## src/rtl/dsp_pkg.sv

```systemverilog
// Shared constants, FSM state type and the Q16.16 multiply helper for the
// coefficient MAC stage.
package dsp_pkg;

  localparam int unsigned DATA_W  = 32;
  localparam int unsigned FRAC_W  = 16;
  localparam int unsigned N_COEFF = 8;
  localparam int unsigned SEL_W   = $clog2(N_COEFF);

  localparam logic [DATA_W-1:0] ONE_Q16 = 32'h0001_0000;
  localparam logic [DATA_W-1:0] SAT_MAX = 32'h7FFF_FFFF;
  localparam logic [DATA_W-1:0] SAT_MIN = 32'h8000_0000;

  typedef enum logic [1:0] {
    IDLE,
    MUL,
    ACC,
    DONE
  } state_t;

  // Full-precision signed product, then keep the Q16.16 window (wraps on overflow).
  function automatic logic [DATA_W-1:0] q_mul(input logic signed [DATA_W-1:0] a,
                                              input logic signed [DATA_W-1:0] b);
    logic signed [2*DATA_W-1:0] p;
    p = (2*DATA_W)'(a) * (2*DATA_W)'(b);
    return p[FRAC_W +: DATA_W];
  endfunction

endpackage

```

## src/rtl/coeff_mac_stage_if.sv

```systemverilog
// Signal bundle between the upstream delay/sum control and the MAC stage.
interface coeff_mac_stage_if;
  import dsp_pkg::*;

  logic [DATA_W-1:0] mult_i;
  logic              delay_i;
  logic [SEL_W-1:0]  coeff_sel;
  logic              coeff_wr_en;
  logic [SEL_W-1:0]  coeff_wr_addr;
  logic [DATA_W-1:0] coeff_wr_data;
  logic              acc_clr;
  logic              clk_stop;
  logic [DATA_W-1:0] product_o;
  logic [DATA_W-1:0] acc_o;
  logic              srdyo;
  logic              busy;
  logic              miss;
  logic              ovf;

  modport master (
    output mult_i, delay_i, coeff_sel, coeff_wr_en, coeff_wr_addr, coeff_wr_data,
           acc_clr, clk_stop,
    input  product_o, acc_o, srdyo, busy, miss, ovf
  );

  modport slave (
    input  mult_i, delay_i, coeff_sel, coeff_wr_en, coeff_wr_addr, coeff_wr_data,
           acc_clr, clk_stop,
    output product_o, acc_o, srdyo, busy, miss, ovf
  );

endinterface

```

## src/rtl/coeff_bank.sv

```systemverilog
// N_COEFF x DATA_W coefficient register file: resets to 1.0, one synchronous
// write port and one combinational read port.
module coeff_bank
  import dsp_pkg::*;
(
  input  logic              clk,
  input  logic              rst_n,
  input  logic              wr_en,
  input  logic [SEL_W-1:0]  wr_addr,
  input  logic [DATA_W-1:0] wr_data,
  input  logic [SEL_W-1:0]  rd_addr,
  output logic [DATA_W-1:0] rd_data
);

  logic [DATA_W-1:0] mem [N_COEFF];

  always_ff @(posedge clk or negedge rst_n) begin
    if (!rst_n) begin
      for (int unsigned i = 0; i < N_COEFF; i++) begin
        mem[i] <= ONE_Q16;
      end
    end else if (wr_en) begin
      mem[wr_addr] <= wr_data;
    end
  end

  // Reads see the pre-write value in the write cycle.
  assign rd_data = mem[rd_addr];

endmodule

```

## src/rtl/coeff_mac_stage.sv

```systemverilog
// Q16.16 coefficient multiply-accumulate stage fed by the delay/sum strobe.
// Build option: define ACC_SAT_EN for a saturating accumulator with sticky ovf.
module coeff_mac_stage
  import dsp_pkg::*;
(
  input  logic             clk,
  input  logic             GlobalReset_n,
  coeff_mac_stage_if.slave bus
);

  state_t            state_q, state_d;
  logic              delay_q;
  logic              strobe_edge;
  logic [DATA_W-1:0] op_q, cf_q, prod_q, acc_q, product_q;
  logic [DATA_W-1:0] cf_rd;
  logic [DATA_W-1:0] acc_base, acc_sum;
  logic              miss_q;
  logic              busy_c, srdyo_c;
`ifdef ACC_SAT_EN
  logic [DATA_W:0]   sum_ext;
  logic              ovf_hit;
  logic              ovf_q;
`endif

  coeff_bank u_bank (
    .clk     (clk),
    .rst_n   (GlobalReset_n),
    .wr_en   (bus.coeff_wr_en),
    .wr_addr (bus.coeff_wr_addr),
    .wr_data (bus.coeff_wr_data),
    .rd_addr (bus.coeff_sel),
    .rd_data (cf_rd)
  );

  assign strobe_edge = bus.delay_i & ~delay_q;

  always_ff @(posedge clk or negedge GlobalReset_n) begin
    if (!GlobalReset_n) begin
      state_q <= IDLE;
    end else begin
      state_q <= state_d;
    end
  end

  always_comb begin
    state_d = state_q;
    if (!bus.clk_stop) begin
      unique case (state_q)
        IDLE: if (strobe_edge) state_d = MUL;
        MUL:  state_d = ACC;
        ACC:  state_d = DONE;
        DONE: state_d = IDLE;
        default: state_d = IDLE;
      endcase
    end
  end

  always_comb begin
    busy_c  = (state_q != IDLE);
    srdyo_c = (state_q == DONE) && !bus.clk_stop;
  end

  // Clear-then-add when acc_clr coincides with the ACC cycle.
  always_comb begin
    acc_base = bus.acc_clr ? '0 : acc_q;
    acc_sum  = acc_base + prod_q;
`ifdef ACC_SAT_EN
    sum_ext  = {acc_base[DATA_W-1], acc_base} + {prod_q[DATA_W-1], prod_q};
    ovf_hit  = 1'b0;
    if (sum_ext[DATA_W] != sum_ext[DATA_W-1]) begin
      ovf_hit = 1'b1;
      acc_sum = sum_ext[DATA_W] ? SAT_MIN : SAT_MAX;
    end
`endif
  end

  always_ff @(posedge clk or negedge GlobalReset_n) begin
    if (!GlobalReset_n) begin
      delay_q   <= 1'b0;
      op_q      <= '0;
      cf_q      <= '0;
      prod_q    <= '0;
      acc_q     <= '0;
      product_q <= '0;
      miss_q    <= 1'b0;
`ifdef ACC_SAT_EN
      ovf_q     <= 1'b0;
`endif
    end else begin
      delay_q <= bus.delay_i;
      if (!bus.clk_stop) begin
        if (strobe_edge && state_q == IDLE) begin
          op_q <= bus.mult_i;
          cf_q <= cf_rd;
        end
        if (strobe_edge && state_q != IDLE) begin
          miss_q <= 1'b1;
        end
        if (state_q == MUL) begin
          prod_q <= q_mul(op_q, cf_q);
        end
        if (state_q == ACC) begin
          acc_q     <= acc_sum;
          product_q <= prod_q;
`ifdef ACC_SAT_EN
          if (ovf_hit) ovf_q <= 1'b1;
`endif
        end else if (bus.acc_clr) begin
          acc_q <= '0;
        end
      end
    end
  end

  assign bus.product_o = product_q;
  assign bus.acc_o     = acc_q;
  assign bus.srdyo     = srdyo_c;
  assign bus.busy      = busy_c;
  assign bus.miss      = miss_q;
`ifdef ACC_SAT_EN
  assign bus.ovf       = ovf_q;
`else
  assign bus.ovf       = 1'b0;
`endif

endmodule

```

## src/flat_wrapper.sv

```systemverilog
// flat-port wrapper written by rule: the top's interface ports become plain ports
module coeff_mac_stage_flat import dsp_pkg::*;
  (clk, GlobalReset_n, bus_mult_i, bus_delay_i, bus_coeff_sel, bus_coeff_wr_en, bus_coeff_wr_addr, bus_coeff_wr_data, bus_acc_clr, bus_clk_stop, bus_product_o, bus_acc_o, bus_srdyo, bus_busy, bus_miss, bus_ovf);
  coeff_mac_stage_if bus_i ();
  input  logic clk;
  input  logic GlobalReset_n;
  input wire logic [$bits(bus_i.mult_i)-1:0] bus_mult_i;
  input wire logic [$bits(bus_i.delay_i)-1:0] bus_delay_i;
  input wire logic [$bits(bus_i.coeff_sel)-1:0] bus_coeff_sel;
  input wire logic [$bits(bus_i.coeff_wr_en)-1:0] bus_coeff_wr_en;
  input wire logic [$bits(bus_i.coeff_wr_addr)-1:0] bus_coeff_wr_addr;
  input wire logic [$bits(bus_i.coeff_wr_data)-1:0] bus_coeff_wr_data;
  input wire logic [$bits(bus_i.acc_clr)-1:0] bus_acc_clr;
  input wire logic [$bits(bus_i.clk_stop)-1:0] bus_clk_stop;
  output wire logic [$bits(bus_i.product_o)-1:0] bus_product_o;
  output wire logic [$bits(bus_i.acc_o)-1:0] bus_acc_o;
  output wire logic [$bits(bus_i.srdyo)-1:0] bus_srdyo;
  output wire logic [$bits(bus_i.busy)-1:0] bus_busy;
  output wire logic [$bits(bus_i.miss)-1:0] bus_miss;
  output wire logic [$bits(bus_i.ovf)-1:0] bus_ovf;
  assign bus_i.mult_i = bus_mult_i;
  assign bus_i.delay_i = bus_delay_i;
  assign bus_i.coeff_sel = bus_coeff_sel;
  assign bus_i.coeff_wr_en = bus_coeff_wr_en;
  assign bus_i.coeff_wr_addr = bus_coeff_wr_addr;
  assign bus_i.coeff_wr_data = bus_coeff_wr_data;
  assign bus_i.acc_clr = bus_acc_clr;
  assign bus_i.clk_stop = bus_clk_stop;
  assign bus_product_o = bus_i.product_o;
  assign bus_acc_o = bus_i.acc_o;
  assign bus_srdyo = bus_i.srdyo;
  assign bus_busy = bus_i.busy;
  assign bus_miss = bus_i.miss;
  assign bus_ovf = bus_i.ovf;
  coeff_mac_stage u_core (.clk(clk), .GlobalReset_n(GlobalReset_n), .bus(bus_i));
endmodule
```

## config.mk

```make
export PLATFORM = sky130hd
export DESIGN_NAME = coeff_mac_stage_flat
export DESIGN_NICKNAME = d
export VERILOG_FILES = /design/src/rtl/dsp_pkg.sv /design/src/rtl/coeff_mac_stage_if.sv /design/src/rtl/coeff_bank.sv /design/src/rtl/coeff_mac_stage.sv /design/src/flat_wrapper.sv
export SDC_FILE = /design/constraint.sdc
export NUM_CORES = 2
export LEC_CHECK = 0
export ABC_CLOCK_PERIOD_IN_PS = 19100
export CAP_MARGIN = 20
export CORE_ASPECT_RATIO = 0.9
export CORE_MARGIN = 2
export CORE_UTILIZATION = 50
export CTS_BUF_LIST = sky130_fd_sc_hd__clkbuf_2 sky130_fd_sc_hd__clkbuf_4 sky130_fd_sc_hd__clkbuf_8
export CTS_CLUSTER_DIAMETER = 120
export CTS_CLUSTER_SIZE = 16
export DETAILED_ROUTE_END_ITERATION = 6
export GPL_TIMING_DRIVEN = 0
export PLACE_DENSITY = 0.67
export SYNTH_ARGS = -nofsm -noshare
export SYNTH_HDL_FRONTEND = slang
export SYNTH_SLANG_ARGS = --single-unit
export TNS_END_PERCENT = 30
```

## constraint.sdc

```tcl
create_clock -name clk -period 19.1 [get_ports clk]
set_clock_uncertainty 0.05 [all_clocks]
set_input_delay 4.775 -clock clk [delete_from_list [all_inputs] [get_ports clk]]
set_output_delay 4.775 -clock clk [all_outputs]
set_load 0.005 [all_outputs]
```

Yosys cells after proc, flatten, opt, wreduce, memory -nomap -nowiden
Cells that the tools add are included.
{"block": "op_classes", "reduce_logical": 12, "n_eq_ne": 4, "n_mul": 1, "n_lt_le_gt_ge": 3, "addsub": 1, "mux": 10, "n_bitwise": 5}
{"op": "$bwmux 256", "count": 1}
{"op": "$mux 32", "count": 5}
{"op": "$bmux 32 s3", "count": 1}
{"op": "$demux 32 s3", "count": 1}
{"op": "$mul 32x32->48", "count": 1}
{"op": "$add 32x32->32", "count": 1}
{"op": "$reduce_and 2->1", "count": 5}
{"op": "$ge 4x4->1 const B", "count": 2}
{"op": "$not 3->4", "count": 2}
{"op": "$pmux 2 s4", "count": 1}
{"op": "$eq 2x2->1 const B", "count": 2}
{"op": "$logic_and 1x1->1", "count": 4}
{"op": "$lt 4x1->1 const B", "count": 1}
{"op": "$eq 2x1->1 const B", "count": 1}
{"op": "$logic_not 2->1", "count": 1}
{"op": "$mux 2", "count": 1}
{"op": "$ne 2x1->1 const B", "count": 1}
{"op": "$not 1->1", "count": 2}
{"op": "$reduce_bool 2->1", "count": 1}
{"op": "$and 1x1->1", "count": 1}
{"op": "$logic_not 1->1", "count": 1}
{"block": "totals", "regBits": 420, "word_cells": 52, "out_inout_bits": 68, "in_bits": 76}

Longest topological paths before layout
{"block": "logic_depth", "depth_word": 6, "ltp_mapped": 26}

Modules after synthesis
A second synthesis with hierarchy kept.
{"block": "unflattened", "hier_cells": 4390, "hier_area_um2": 47747.0}
{"module": "coeff_mac_stage", "instances": 1, "cells_per_inst": 3725, "area_per_inst_um2": 36097.1}
{"module": "coeff_bank", "instances": 1, "cells_per_inst": 665, "area_per_inst_um2": 11649.9}

Least setup slack after synthesis
No wires, ideal clock.
{"block": "synth_timing", "path_kind": "input -> output", "from": "input port bus_clk_stop", "to": "output port bus_srdyo", "path_slack_ns": 9.166, "stages": 2, "n_path_buf": 1, "arrival_ns": 5.109, "path_cell_list": "clkbuf_1 nor2b_1"}
{"block": "synth_between", "elab_chain_len": 2}
{"item": "start, declared", "line_no": "flat_wrapper.sv:14", "text": "input wire logic [$bits(bus_i.clk_stop)-1:0] bus_clk_stop;"}
{"item": "$logic_not 1->1"}
{"item": "$logic_and 1x1->1", "line_no": "coeff_mac_stage.sv:60", "text": "srdyo_c = (state_q == DONE) && !bus.clk_stop;"}
{"item": "end, declared", "line_no": "flat_wrapper.sv:17", "text": "output wire logic [$bits(bus_i.srdyo)-1:0] bus_srdyo;"}
Every way passes these cells.

Worst setup path after layout
Same ends and word-level chain as after synthesis.

==> results_dict.tcl <==
set metrics [dict create \
    worst_pin_slew_ps 1200 \
    setup_tns_ps 0 \
    synth_area_leaders "fa_1 35%, dfrtp_1 22%, mux2_2 6.8%, inv_1 6.2%, and2_1 5.6%" \
    crit_slowest_cell "clkdlybuf4s50_1" \
    cp.required_ps 14280 \
    crit_top_cell "clkdlybuf4s50_1" \
    insertion_delay_ps 700 \
    hold_viol_final 0 \
    cpPeakStageDelay_ps 500 \
    placementRows 107 \
    ys.flop_type "dfrtp_1" \
    setup.worst_path.start "bus_clk_stop" \
    grt_antenna_before_repair 21 \
    synth_nets 5657 \
    start_util_pct 50.4 \
    grt_overflow 0 \
    grt_pass1_wl_um 218000 \
    wl_per_cell_um 24.0 \
    final_nets 5833 \
    place_area_mm2 0.0507 \
    cp-start-kind "primary input" \
    numPortBuffers 136 \
    drt_iter0_markers 2646 \
    min_period_over_period_pct 57.6 \
    path_cells "clkdlybuf4s50_1, clkbuf_1, nor2b_1, clkdlybuf4s50_1" \
    hold_path.startpoint "u_core.bus.product_o[30]" \
    maxSlewViolCount 0 \
    synthArstFlopShare_pct 100 \
    netlist_area_mm2 0.0477 \
    cts.sinks 420 \
    finalCriticalPeriod_ps 11000 \
    drtAntennaViolNets 0 \
    grt_max_degree 120 \
    max_cap_viol_count 0 \
    slew_headroom_pct 19.8 \
    die_w_um 329 \
    cts_setup_buffers 0 \
    drc_errors 0 \
    crit_fanout 10 \
    synth_cell_types 72 \
    ctsHtreeMaxLevel 1 \
    viasPerCell 5.58 \
    drive_gt1_share_pct 9.23 \
    hold_path_class "flip-flop to flip-flop" \
    gp_congestion 1.02 \
    fmax_mhz 90.9 \
    status "completed" \
    fin_util_pct 54.3 \
    rsz0062_at_grt "false" \
    path_class "primary input to output port" \
    crit_arrival_ps 6180 \
    dieArea_mm2 0.0978 \
    die_y_um 297 \
    syn_area_per_cell_um2 10.5 \
    synth_top_cell_by_area "fa_1" \
    core_area_mm2 0.0945 \
    ctsHoldBuffers 0 \
    cts.path.max_buffers 3 \
    critPathTopFamily "buffers and inverters" \
    final_area_mm2 0.0513 \
    hpwl_um 118000 \
    synth-edff-count 0 \
    ys_warn_count 0 \
    grt_use_total_pct 30.1 \
    finalSetupViolCount 0 \
    crit_path_end_kind "output port" \
    grt_pass1_vias 35148 \
    yosysTopAreaCellShare_pct 35.2 \
    dr.pass1.iters 5 \
    ys_ff_latch 420 \
    routed_wl_um 144000 \
    seq_area_frac_synth_pct 22.1 \
    yosysMostFrequentCell "fa_1" \
    areaGrowthSynthToFinish_pct 7.67 \
    synth_cells 4544 \
    clkTransAtPathRegs_ps 110 \
    path_buf_inv 3 \
    cts-resized-gates 0 \
    ys_top_cells_by_count "839 x fa_1, 782 x inv_1, 646 x nand2_1" \
    vias 33403 \
    root_buffer "clkbuf_8" \
    io_pins 144 \
    cts_tree "yes" \
    r2r_start "u_core.cf_q[19]" \
    cts_buffers 31 \
]
-- placed cells by master, fill, tap and decap left out, types with 52 or more instances in the layout --
master and n:
ha_1 198, nand2_1 646, and2_1 429, mux2_2 290, nor2_1 58, dfrtp_1 412
inv_1 782, mux4_2 64, nor2b_1 52, fa_1 839, o21ai_0 77, clkbuf_1 245
xnor2_1 63, a21oi_1 89, clkdlybuf4s50_1 135
-- worst min-delay path: cells and delay by family (launching register included) --
kind	cells	cell delay (ps)
flip-flops	1	350
AND/OR/NAND/NOR	2	100
-- area by class of cell --
cell class,instances,area (um2)
multi-input combinational,3084,33300
clock buffer,42,509
inverter,782,2940
tap,1253,1570
fill,8512,43200
timing repair buffer,143,1500
antenna,5,12.5
buffer,258,975
clock inverter,4,65.1
sequential,420,10500
-- layer usage --
metal  vias up  track usage (%)  share of wire (%)
li1      14274                -                  -
met1     17509             42.2                 41
met2      1339             47.5                 46
met3       273             5.19                8.7
met4         8             10.4                4.1
met5         -                0              0.038
-- sequential cells by signal (all words and copies together), names as in the netlist --
register	flops
u_core.u_bank.mem	256
u_core.cf_q	32
u_core.delay_q	1
u_core.op_q	32
u_core.bus.acc_o	32
u_core.bus.miss	1
u_core.state_q	2
u_core.prod_q	32
u_core.bus.product_o	32
-- per-stage QoR --
step | setup slack (ps) | cells | hold slack (ps)
after floorplan | 9170 | 4544 | 410
final | 8100 | 5991 | 434
after global routing | 8000 | 5987 | 469
after CTS | 8070 | 5985 | 440
after global placement | -5650 | 5933 | 401
after detailed placement | 8080 | 5939 | 414
-- worst paths after layout --
check,end,slack [ps],cells after the start
hold / removal,u_core.bus.product_o[30],430,2
max in group asynchronous,u_core.op_q[17],13340,3
min in group asynchronous,u_core.u_bank.mem[228],4110,1
setup reg to reg,u_core.prod_q[28],9940,22
setup / recovery,bus_srdyo,8100,4
hold reg to reg,u_core.bus.product_o[30],430,2
-- kinds of logic (layout without fill, tap and decap cells) --
| group | count (synthesis) | count (layout) | share of synthesized area (%) |
|---|---|---|---|
| and+or+nand+nor | 1275 | 1275 | 13.0 |
| buffers and inverters | 1040 | 1229 | 8.20 |
| DFF | 420 | 420 | 22.1 |
| AOI/OAI and AO/OA | 290 | 290 | 3.95 |
| other | 1 | 6 | 0.00787 |
| xor gates and xnor gates | 90 | 90 | 1.65 |
| adders and majority gates | 1037 | 1037 | 40.4 |
| muxes | 391 | 391 | 10.6 |
Power is not shown: default switching activity piles up to over one toggle a cycle in this logic, so the estimate is an artifact.
